<file path="src/rtl/vfu_cfu_arbiter.sv">
// Shares one VFU CFU slave port between N_REQ requesters and routes responses back in order.
// Latency: request path is combinational (0 cycles); responses are routed in the same cycle they arrive.
// Backpressure: req_ready follows vfu_req_ready; stalls at MAX_OUTSTANDING in flight; responses cannot be backpressured.

module vfu_cfu_fifo #(
    parameter int WIDTH = 8,
    parameter int DEPTH = 8,
    localparam int AW = $clog2(DEPTH),
    localparam int CW = AW + 1
) (
    input  logic             clk,
    input  logic             rst,
    input  logic             push_vld,
    input  logic [WIDTH-1:0] push_dat,
    input  logic             pop_vld,
    output logic [WIDTH-1:0] head_dat,
    output logic [CW-1:0]    count,
    output logic             full,
    output logic             empty
);

    logic [WIDTH-1:0] mem [DEPTH];
    logic [AW-1:0]    wr_ptr;
    logic [AW-1:0]    rd_ptr;
    logic             do_push;
    logic             do_pop;

    assign full     = (count == CW'(DEPTH));
    assign empty    = (count == '0);
    assign do_push  = push_vld & ~full;
    assign do_pop   = pop_vld & ~empty;
    assign head_dat = mem[rd_ptr];

    // Storage is cleared too so the head reads as zero straight out of reset.
    always_ff @(posedge clk) begin
        if (rst) begin
            wr_ptr <= '0;
            rd_ptr <= '0;
            count  <= '0;
            for (int i = 0; i < DEPTH; i++) begin
                mem[i] <= '0;
            end
        end else begin
            if (do_push) begin
                mem[wr_ptr] <= push_dat;
                wr_ptr      <= wr_ptr + AW'(1);
            end
            if (do_pop) begin
                rd_ptr <= rd_ptr + AW'(1);
            end
            case ({do_push, do_pop})
                2'b10:   count <= count + CW'(1);
                2'b01:   count <= count - CW'(1);
                default: count <= count;
            endcase
        end
    end

endmodule

module vfu_cfu_arbiter #(
    parameter int N_REQ           = 2,
    parameter int ID_W            = 4,
    parameter int MAX_OUTSTANDING = 8,
    localparam int CNT_W = $clog2(MAX_OUTSTANDING) + 1
) (
    input  logic                  clk,
    input  logic                  rst,
    input  logic [N_REQ-1:0]      req_valid,
    output logic [N_REQ-1:0]      req_ready,
    input  logic [N_REQ*32-1:0]   req_insn,
    input  logic [N_REQ*32-1:0]   req_data0,
    input  logic [N_REQ*32-1:0]   req_data1,
    input  logic [N_REQ*ID_W-1:0] req_id,
    output logic [N_REQ-1:0]      resp_valid,
    output logic [31:0]           resp_data,
    output logic [ID_W-1:0]       resp_id,
    output logic                  vfu_req_valid,
    input  logic                  vfu_req_ready,
    output logic [31:0]           vfu_req_insn,
    output logic [31:0]           vfu_req_data0,
    output logic [31:0]           vfu_req_data1,
    input  logic                  vfu_resp_valid,
    input  logic [31:0]           vfu_resp_data,
    output logic [CNT_W-1:0]      outstanding,
    output logic                  err
);

    localparam int SRC_W = $clog2(N_REQ);

    typedef struct packed {
        logic [SRC_W-1:0] src;
        logic [ID_W-1:0]  id;
    } trk_t;

    logic [SRC_W-1:0] ptr;
    logic [SRC_W-1:0] cand;
    logic             cand_vld;
    logic [ID_W-1:0]  cand_id;
    logic             blocked;
    logic             accept;
    logic             resp_pop;
    logic             fifo_full;
    logic             fifo_empty;
    trk_t             push_ent;
    trk_t             head_ent;

    // Round-robin search starting at ptr, wrapping modulo N_REQ.
    always_comb begin
        int idx;
        idx      = 0;
        cand     = '0;
        cand_vld = 1'b0;
        for (int k = 0; k < N_REQ; k++) begin
            idx = int'(ptr) + k;
            if (idx >= N_REQ) begin
                idx = idx - N_REQ;
            end
            if (!cand_vld && req_valid[idx]) begin
                cand_vld = 1'b1;
                cand     = SRC_W'(idx);
            end
        end
    end

    always_comb begin
        vfu_req_insn  = '0;
        vfu_req_data0 = '0;
        vfu_req_data1 = '0;
        cand_id       = '0;
        for (int i = 0; i < N_REQ; i++) begin
            if (cand_vld && (cand == SRC_W'(i))) begin
                vfu_req_insn  = req_insn[32*i +: 32];
                vfu_req_data0 = req_data0[32*i +: 32];
                vfu_req_data1 = req_data1[32*i +: 32];
                cand_id       = req_id[ID_W*i +: ID_W];
            end
        end
    end

    // Blocking looks only at the registered count so vfu_resp_valid never reaches req_ready.
    assign blocked       = fifo_full | rst;
    assign vfu_req_valid = cand_vld & ~blocked;
    assign accept        = vfu_req_valid & vfu_req_ready;

    always_comb begin
        req_ready = '0;
        for (int i = 0; i < N_REQ; i++) begin
            req_ready[i] = cand_vld && (cand == SRC_W'(i)) && vfu_req_ready && !blocked;
        end
    end

    assign push_ent.src = cand;
    assign push_ent.id  = cand_id;
    assign resp_pop     = vfu_resp_valid & ~fifo_empty;

    vfu_cfu_fifo #(
        .WIDTH ($bits(trk_t)),
        .DEPTH (MAX_OUTSTANDING)
    ) u_trk_fifo (
        .clk      (clk),
        .rst      (rst),
        .push_vld (accept),
        .push_dat (push_ent),
        .pop_vld  (resp_pop),
        .head_dat (head_ent),
        .count    (outstanding),
        .full     (fifo_full),
        .empty    (fifo_empty)
    );

    always_comb begin
        resp_valid = '0;
        for (int i = 0; i < N_REQ; i++) begin
            resp_valid[i] = resp_pop && !rst && (head_ent.src == SRC_W'(i));
        end
    end

    assign resp_id   = head_ent.id;
    assign resp_data = vfu_resp_data;

    always_ff @(posedge clk) begin
        if (rst) begin
            ptr <= '0;
            err <= 1'b0;
        end else begin
            if (accept) begin
                ptr <= (cand == SRC_W'(N_REQ - 1)) ? '0 : cand + SRC_W'(1);
            end
            if (vfu_resp_valid && fifo_empty) begin
                err <= 1'b1;
            end
        end
    end

endmodule

</file>
<file path="config.mk">
export PLATFORM = sky130hd
export DESIGN_NAME = vfu_cfu_arbiter
export DESIGN_NICKNAME = d
export VERILOG_FILES = /design/src/rtl/vfu_cfu_arbiter.sv
export SDC_FILE = /design/constraint.sdc
export NUM_CORES = 1
export LEC_CHECK = 0
export CORE_AREA = 2 2 146 148
export DETAILED_ROUTE_END_ITERATION = 7
export DIE_AREA = 0 0 148 150
export GPL_TIMING_DRIVEN = 1
export SLEW_MARGIN = 30
export SYNTH_ARGS = -nofsm -noshare
export SYNTH_HDL_FRONTEND = slang
export SYNTH_SLANG_ARGS = --single-unit
</file>
<file path="constraint.sdc">
create_clock -name clk -period 3.2 [get_ports clk]
set_input_delay 0.32 -clock clk [delete_from_list [all_inputs] [get_ports clk]]
set_output_delay 0.32 -clock clk [all_outputs]
set_load 0.1 [all_outputs]
</file>
# ---- Word-level counts from Yosys, hierarchy flattened
# Memory sizes are Yosys's and may differ from the RTL's. A register that Yosys moved wholly into a read port is not among the register bits.
# Cells that the tools add are included.
dict set report totals {
  regBits 12
  latchBits 0
  ram_bits 40
  romBits 0
  memories 1
}
dict set report op_classes {
  addsub 8
  n_mul 0
  div 0
  n_lt_le_gt_ge 4
  n_eq_ne 3
  shift 0
  muxes 32
  bitwise_logic 11
  n_reduce_logical 17
}
# memory depth width read_ports rd_ports_with_merged_regs wr line
set memory_table {}
lappend memory_table {u_trk_fifo.mem 8 5 1 1 8 22} ;# logic [WIDTH-1:0] mem [DEPTH];
# op n
set op_table {}
lappend op_table {{$mux W32} 8}
lappend op_table {{$lt A32 B3 Y1 const B} 2}
lappend op_table {{$mux W1} 17}
lappend op_table {{$logic_and A1 B1 Y1} 11}
lappend op_table {{$mux W3} 3}
lappend op_table {{$mux W4} 2}
lappend op_table {{$pmux W4 S2} 1}
lappend op_table {{$add A3 B1 Y3 const B} 2}
lappend op_table {{$and A1 B1 Y1} 5}
lappend op_table {{$mux W5} 1}
lappend op_table {{$not A1 Y1} 5}
lappend op_table {{$reduce_or A5 Y1} 1}
lappend op_table {{$add A4 B1 Y4 const B} 1}
lappend op_table {{$eq A4 B4 Y1 const B} 1}
lappend op_table {{$logic_not A4 Y1} 1}
lappend op_table {{$sub A4 B1 Y4 const B} 1}
lappend op_table {{$logic_not A1 Y1} 3}
lappend op_table {{$sub A1 B2 Y3 const B} 1}
lappend op_table {{$sub A2 B2 Y3 const B} 1}
lappend op_table {{$add A1 B1 Y2 const B} 1}
lappend op_table {{$eq A2 B1 Y1 const B} 1}
lappend op_table {{$eq A2 B2 Y1 const B} 1}
lappend op_table {{$ge A1 B2 Y1 const B} 1}
lappend op_table {{$ge A2 B2 Y1 const B} 1}
lappend op_table {{3 further kinds} 3}

# ---- Logic depth before layout (Yosys ltp)
dict set report logic_depth {
  ltp_word 17
  mapped_depth 10
  ltp_nobuf 10
}

# ---- Cells and area by module
# Synthesis repeated with hierarchy kept, for this count alone.
dict set report unflattened {
  cells_unflattened 376
  area_unflattened_um2 4196.5
}
# module instances cells_per_inst area_each_um2 seq_area_each_um2
set modules_own_cells {}
lappend modules_own_cells {vfu_cfu_fifo 1 190 2526.2 1461.4}
lappend modules_own_cells {vfu_cfu_arbiter 1 186 1670.4 40.0}

# ---- Worst setup path after synthesis
# No wires, ideal clock.
dict set report synth_timing {
  path_kind {flip-flop to output port}
  start {register u_trk_fifo.count[0]}
  end {output port resp_valid[1]}
  t_arrival_ns 3.542
  required_ns 2.880
  setup_slack_ns -0.662
  stages_incl_launch_ff 4
  n_path_buf 0
  path_cell_list {dfxtp_1 > nor4_1 > nand2b_2 > nor3_1}
}
dict set report synth_via {
  elab_chain_cells 5
}
# element line
set synth_rtl {}
lappend synth_rtl {{start, declared} 17} ;# output logic [CW-1:0] count,
lappend synth_rtl {{start signal, assigned} 52} ;# 2'b10: count <= count + CW'(1);
lappend synth_rtl {{start signal, assigned} 53} ;# 2'b01: count <= count - CW'(1);
lappend synth_rtl {{start signal, assigned} 54} ;# default: count <= count;
lappend synth_rtl {{$logic_not A4 Y1} 29} ;# assign empty = (count == '0);
lappend synth_rtl {{$not A1 Y1} 155} ;# assign resp_pop = vfu_resp_valid & ~fifo_empty;
lappend synth_rtl {{$and A1 B1 Y1} 155}
lappend synth_rtl {{$logic_and A1 B1 Y1 (2 in a row)} 175} ;# resp_valid[i] = resp_pop && !rst && (head_ent.src == SRC_W'(i));
lappend synth_rtl {{end, declared} 75} ;# output logic [N_REQ-1:0] resp_valid,
# Every way passes these cells.

# ---- Worst setup path in the final report
dict set report layout_timing {
  start {input port req_valid[0]}
  end {output port vfu_req_data1[8]}
}
dict set report layout_via {
  elab_chain_cells 11
}
# element line
set layout_rtl {}
lappend layout_rtl {{start, declared} 69} ;# input logic [N_REQ-1:0] req_valid,
lappend layout_rtl {{$mux W1 (not written as such) (3 in a row)} 119} ;# if (!cand_vld && req_valid[idx]) begin
lappend layout_rtl {{$mux W1} 119}
lappend layout_rtl {{$logic_not A1 Y1} 119}
lappend layout_rtl {{$logic_and A1 B1 Y1} 119}
lappend layout_rtl {{$mux W1} 119}
lappend layout_rtl {{$not A1 Y1} 132} ;# if (cand_vld && (cand == SRC_W'(i))) begin
lappend layout_rtl {{$logic_and A1 B1 Y1} 132}
lappend layout_rtl {{$mux W32} 132}
lappend layout_rtl {{$mux W32 *} 132}
lappend layout_rtl {{end, declared} 82} ;# output logic [31:0] vfu_req_data1,
# Mark *: on every way between the ends. The rest lies on a longest branch, timed or not. The select of a mux whose other input is x is not followed.

==> run metrics <==
kind of critical path=primary input to output port; Max FO, Critical Path=45; Placer Congestion=approximately 0.8; Tmin final=approximately 2.7 ns; top-area cell type share of the netlist area=between 20 and 30%; PD cells=approximately 500 nW/um^2; most common cell after layout, fill and taps aside=clkdlybuf4s50_1; FP Rows=between 50 and 60; Max Clock Freq=0.3691 GHz; gr ovfl total=0; clock latency on the worst-skew pair=~0.29 ns; Final nets=~1.1k; Post-Route Skew=roughly 0.0037 ns; final hold vios=0; Netlist cell types=44; detailed-route via count=around 4.7k; hold-critical path depth=2; Final Util=roughly 41%; Post-route DRC=0; most frequent cells in the layout=clkdlybuf4s50_1 (206), nand2_1 (199), buf_12 (102); Die Area=22,200 sq um; syn nets=about 800; Chip Height=roughly 150 um; max-cap viol count=0; CP Capture Type=output port; chip width=between 100 and 150 um; Sink Count=55; CTS Hold Bufs=0; Final period util=between 80 and 90%; sequential element share of the synthesized area=between 30% and 40%; core box area=around 21,000 sq um; Hold Path Origin=err; status=finished clean; worst-margin pin slew=0.9669 ns; Synth Instances=around 570; Mapped Avg Cell Area=7.556 sq um; R2R Setup Slk=roughly 0.56 ns; Clock Path Buffers=2; final wirelength=17,580 um; first-pass GRT wire length=approximately 26,000 um; Antenna Nets Post-Route=0; Ys Warns=0; FILL cells=2,036; leak pwr=roughly 3.4 nW; area leader, netlist=edfxtp_1; clk root buf=clkbuf_16; Wirelength per Cell=15.92 um; Port Buffers=between 300 and 400; EDFF count, synth=40; DR vias/cell=4.213; RSZ-0062 raised after global routing=no; DP HPWL=14,800 um; end of the worst hold path=err; GRT Resource Usage Total=14.94%; Seq cells post-synth=55; Cell Area, Synth=4269 sq um; Area Growth Syn to Fin=100.7%; H-tree depth=2; Hold Crit Class=flip-flop to flip-flop; CTS tree=built; Top FF cell, synth=edfxtp_1; drt first pass iters=4; Reg2Reg Launch Point=u_trk_fifo.count[0]; # Post-CTS Setup Buffers=0; final setup violation count=0; boundary pin count=380; Diodes inserted=0; CP startpoint kind=primary input; DRT iter0 DRCs=between 200 and 300; FF-to-FF End=u_trk_fifo.count[3]; post-CTS resize count=0; relative slew slack=between 30 and 40%; Final Max Tran Viols=0; Initial Util=~21%; initial antenna violation count=0; CP Data Required Time=between 2 and 3 ns; Post-synth ARST share=0%; pin count of the biggest net entering global routing=slightly below 90; worst-case reg-to-reg path depth=9; clock transition at the registers of the reported paths=approximately 0.060 ns; vias in the first global route=4,416; proportion of layout cells with a drive suffix above 1=roughly 18%; clock buffer count from CTS=5; ranking of synthesized cells by area=edfxtp_1 (28%), nand2_1 (17%), o21ai_0 (11%), buf_4 (7.0%), dfxtp_1 (7.0%); Critical Path AT=~2.4 ns; Total Power=between 4 and 5 mW; Peak supply drop=approximately 0.23 mV
## critical path, stage by stage
cell	delay, ns
clkdlybuf4s50_1	0.63
or2_4	0.31
buf_12	0.24
nand2_1	0.07
o21ai_0	0.50
buf_12	0.25
## area by class of cell
cell class	instances	area, sq um	share of cell area [%]
Sequential cell	55	1501	17.53
Inverter	6	22.52	0.2629
Tap cell	275	344.1	4.016
Clock inverter	1	3.754	0.04381
Multi-Input combinational cell	431	2291	26.74
Timing Repair Buffer	329	4262	49.74
Clock buffer	7	142.6	1.665
## cells by family after synthesis
family	Yosys count	share of synthesized area, %
compound gates	112	13.92
xor+xnor	6	1.231
fa+ha+maj	6	1.934
buf+inv	79	11.34
flops	55	35.17
mux	16	7.503
simple gates	291	28.90
## state kept, by name, summed over array words and instances, names as in the netlist, named ones only
register           count
u_trk_fifo.mem        40
u_trk_fifo.rd_ptr      3
err                    1
u_trk_fifo.count       4
u_trk_fifo.wr_ptr      3
ptr                    1
## Yosys cell counts, types with 2 or more instances
| cell | instances |
|---|---|
| nor3_1 | 4 |
| buf_4 | 40 |
| nand3_2 | 3 |
| buf_2 | 12 |
| nor2_1 | 52 |
| nor2b_1 | 2 |
| mux4_1 | 8 |
| mux2_2 | 4 |
| nand2b_1 | 10 |
| a21oi_1 | 7 |
| and3_1 | 4 |
| nand3_1 | 4 |
| mux2i_1 | 2 |
| xor2_1 | 3 |
| xnor2_1 | 3 |
| buf_6 | 3 |
| a22oi_1 | 4 |
| edfxtp_1 | 40 |
| dfxtp_1 | 15 |
| ha_1 | 5 |
| mux4_2 | 2 |
| o21ai_0 | 96 |
| inv_1 | 5 |
| nand4_1 | 2 |
| nand2_1 | 199 |
| clkbuf_1 | 18 |
## layer usage
layer | GRT usage, % | wire [um] | part of all wire [%] | vias up
li1 | - | - | - | 2385
met1 | 18.19 | 7169 | 41 | 2074
met2 | 26.25 | 8932 | 51 | 182
met3 | 4.695 | 1317 | 7.5 | 10
met4 | 2.524 | 159 | 0.90 | 0
met5 | 0 | 0 | 0 | -
## through the flow
step	hold WS (ns)	setup WS (ns)	setup TNS (ns)	instance area (sq um)	std cells
after detailed placement	0.4649	0.2681	0	8421	1096
after global placement	0.4540	0.3025	0	8421	1096
after global routing	0.5139	0.3173	0	8567	1104
after floorplan	0.4541	-0.0003948	-0.0007896	4274	565
final	0.4722	0.4909	0	8567	1104
after CTS	0.4827	0.5234	0	8567	1104
## worst max-delay path by stage
stage / slack (ns) / end / cells past startpoint / from
2_1_floorplan: -0.0004 / vfu_req_data0[31] / 4 / req_valid[1]
3_3_place_gp: 0.30 / u_trk_fifo.count[3] / 10 / req_valid[0]
3_5_place_dp: 0.27 / u_trk_fifo.count[3] / 10 / req_valid[0]
4_1_cts: 0.52 / vfu_req_data1[8] / 6 / req_valid[0]
5_1_grt: 0.32 / u_trk_fifo.count[3] / 10 / req_valid[0]
6_report: 0.49 / vfu_req_data1[8] / 6 / req_valid[0]
## power by group
group          total, mW  internal (mW)  switching, mW
sequential         0.895          0.827         0.0681
combinational       2.73          0.989           1.74
clock              0.538          0.309          0.229
total               4.17           2.13           2.04
(Power assumes the default switching activity.)
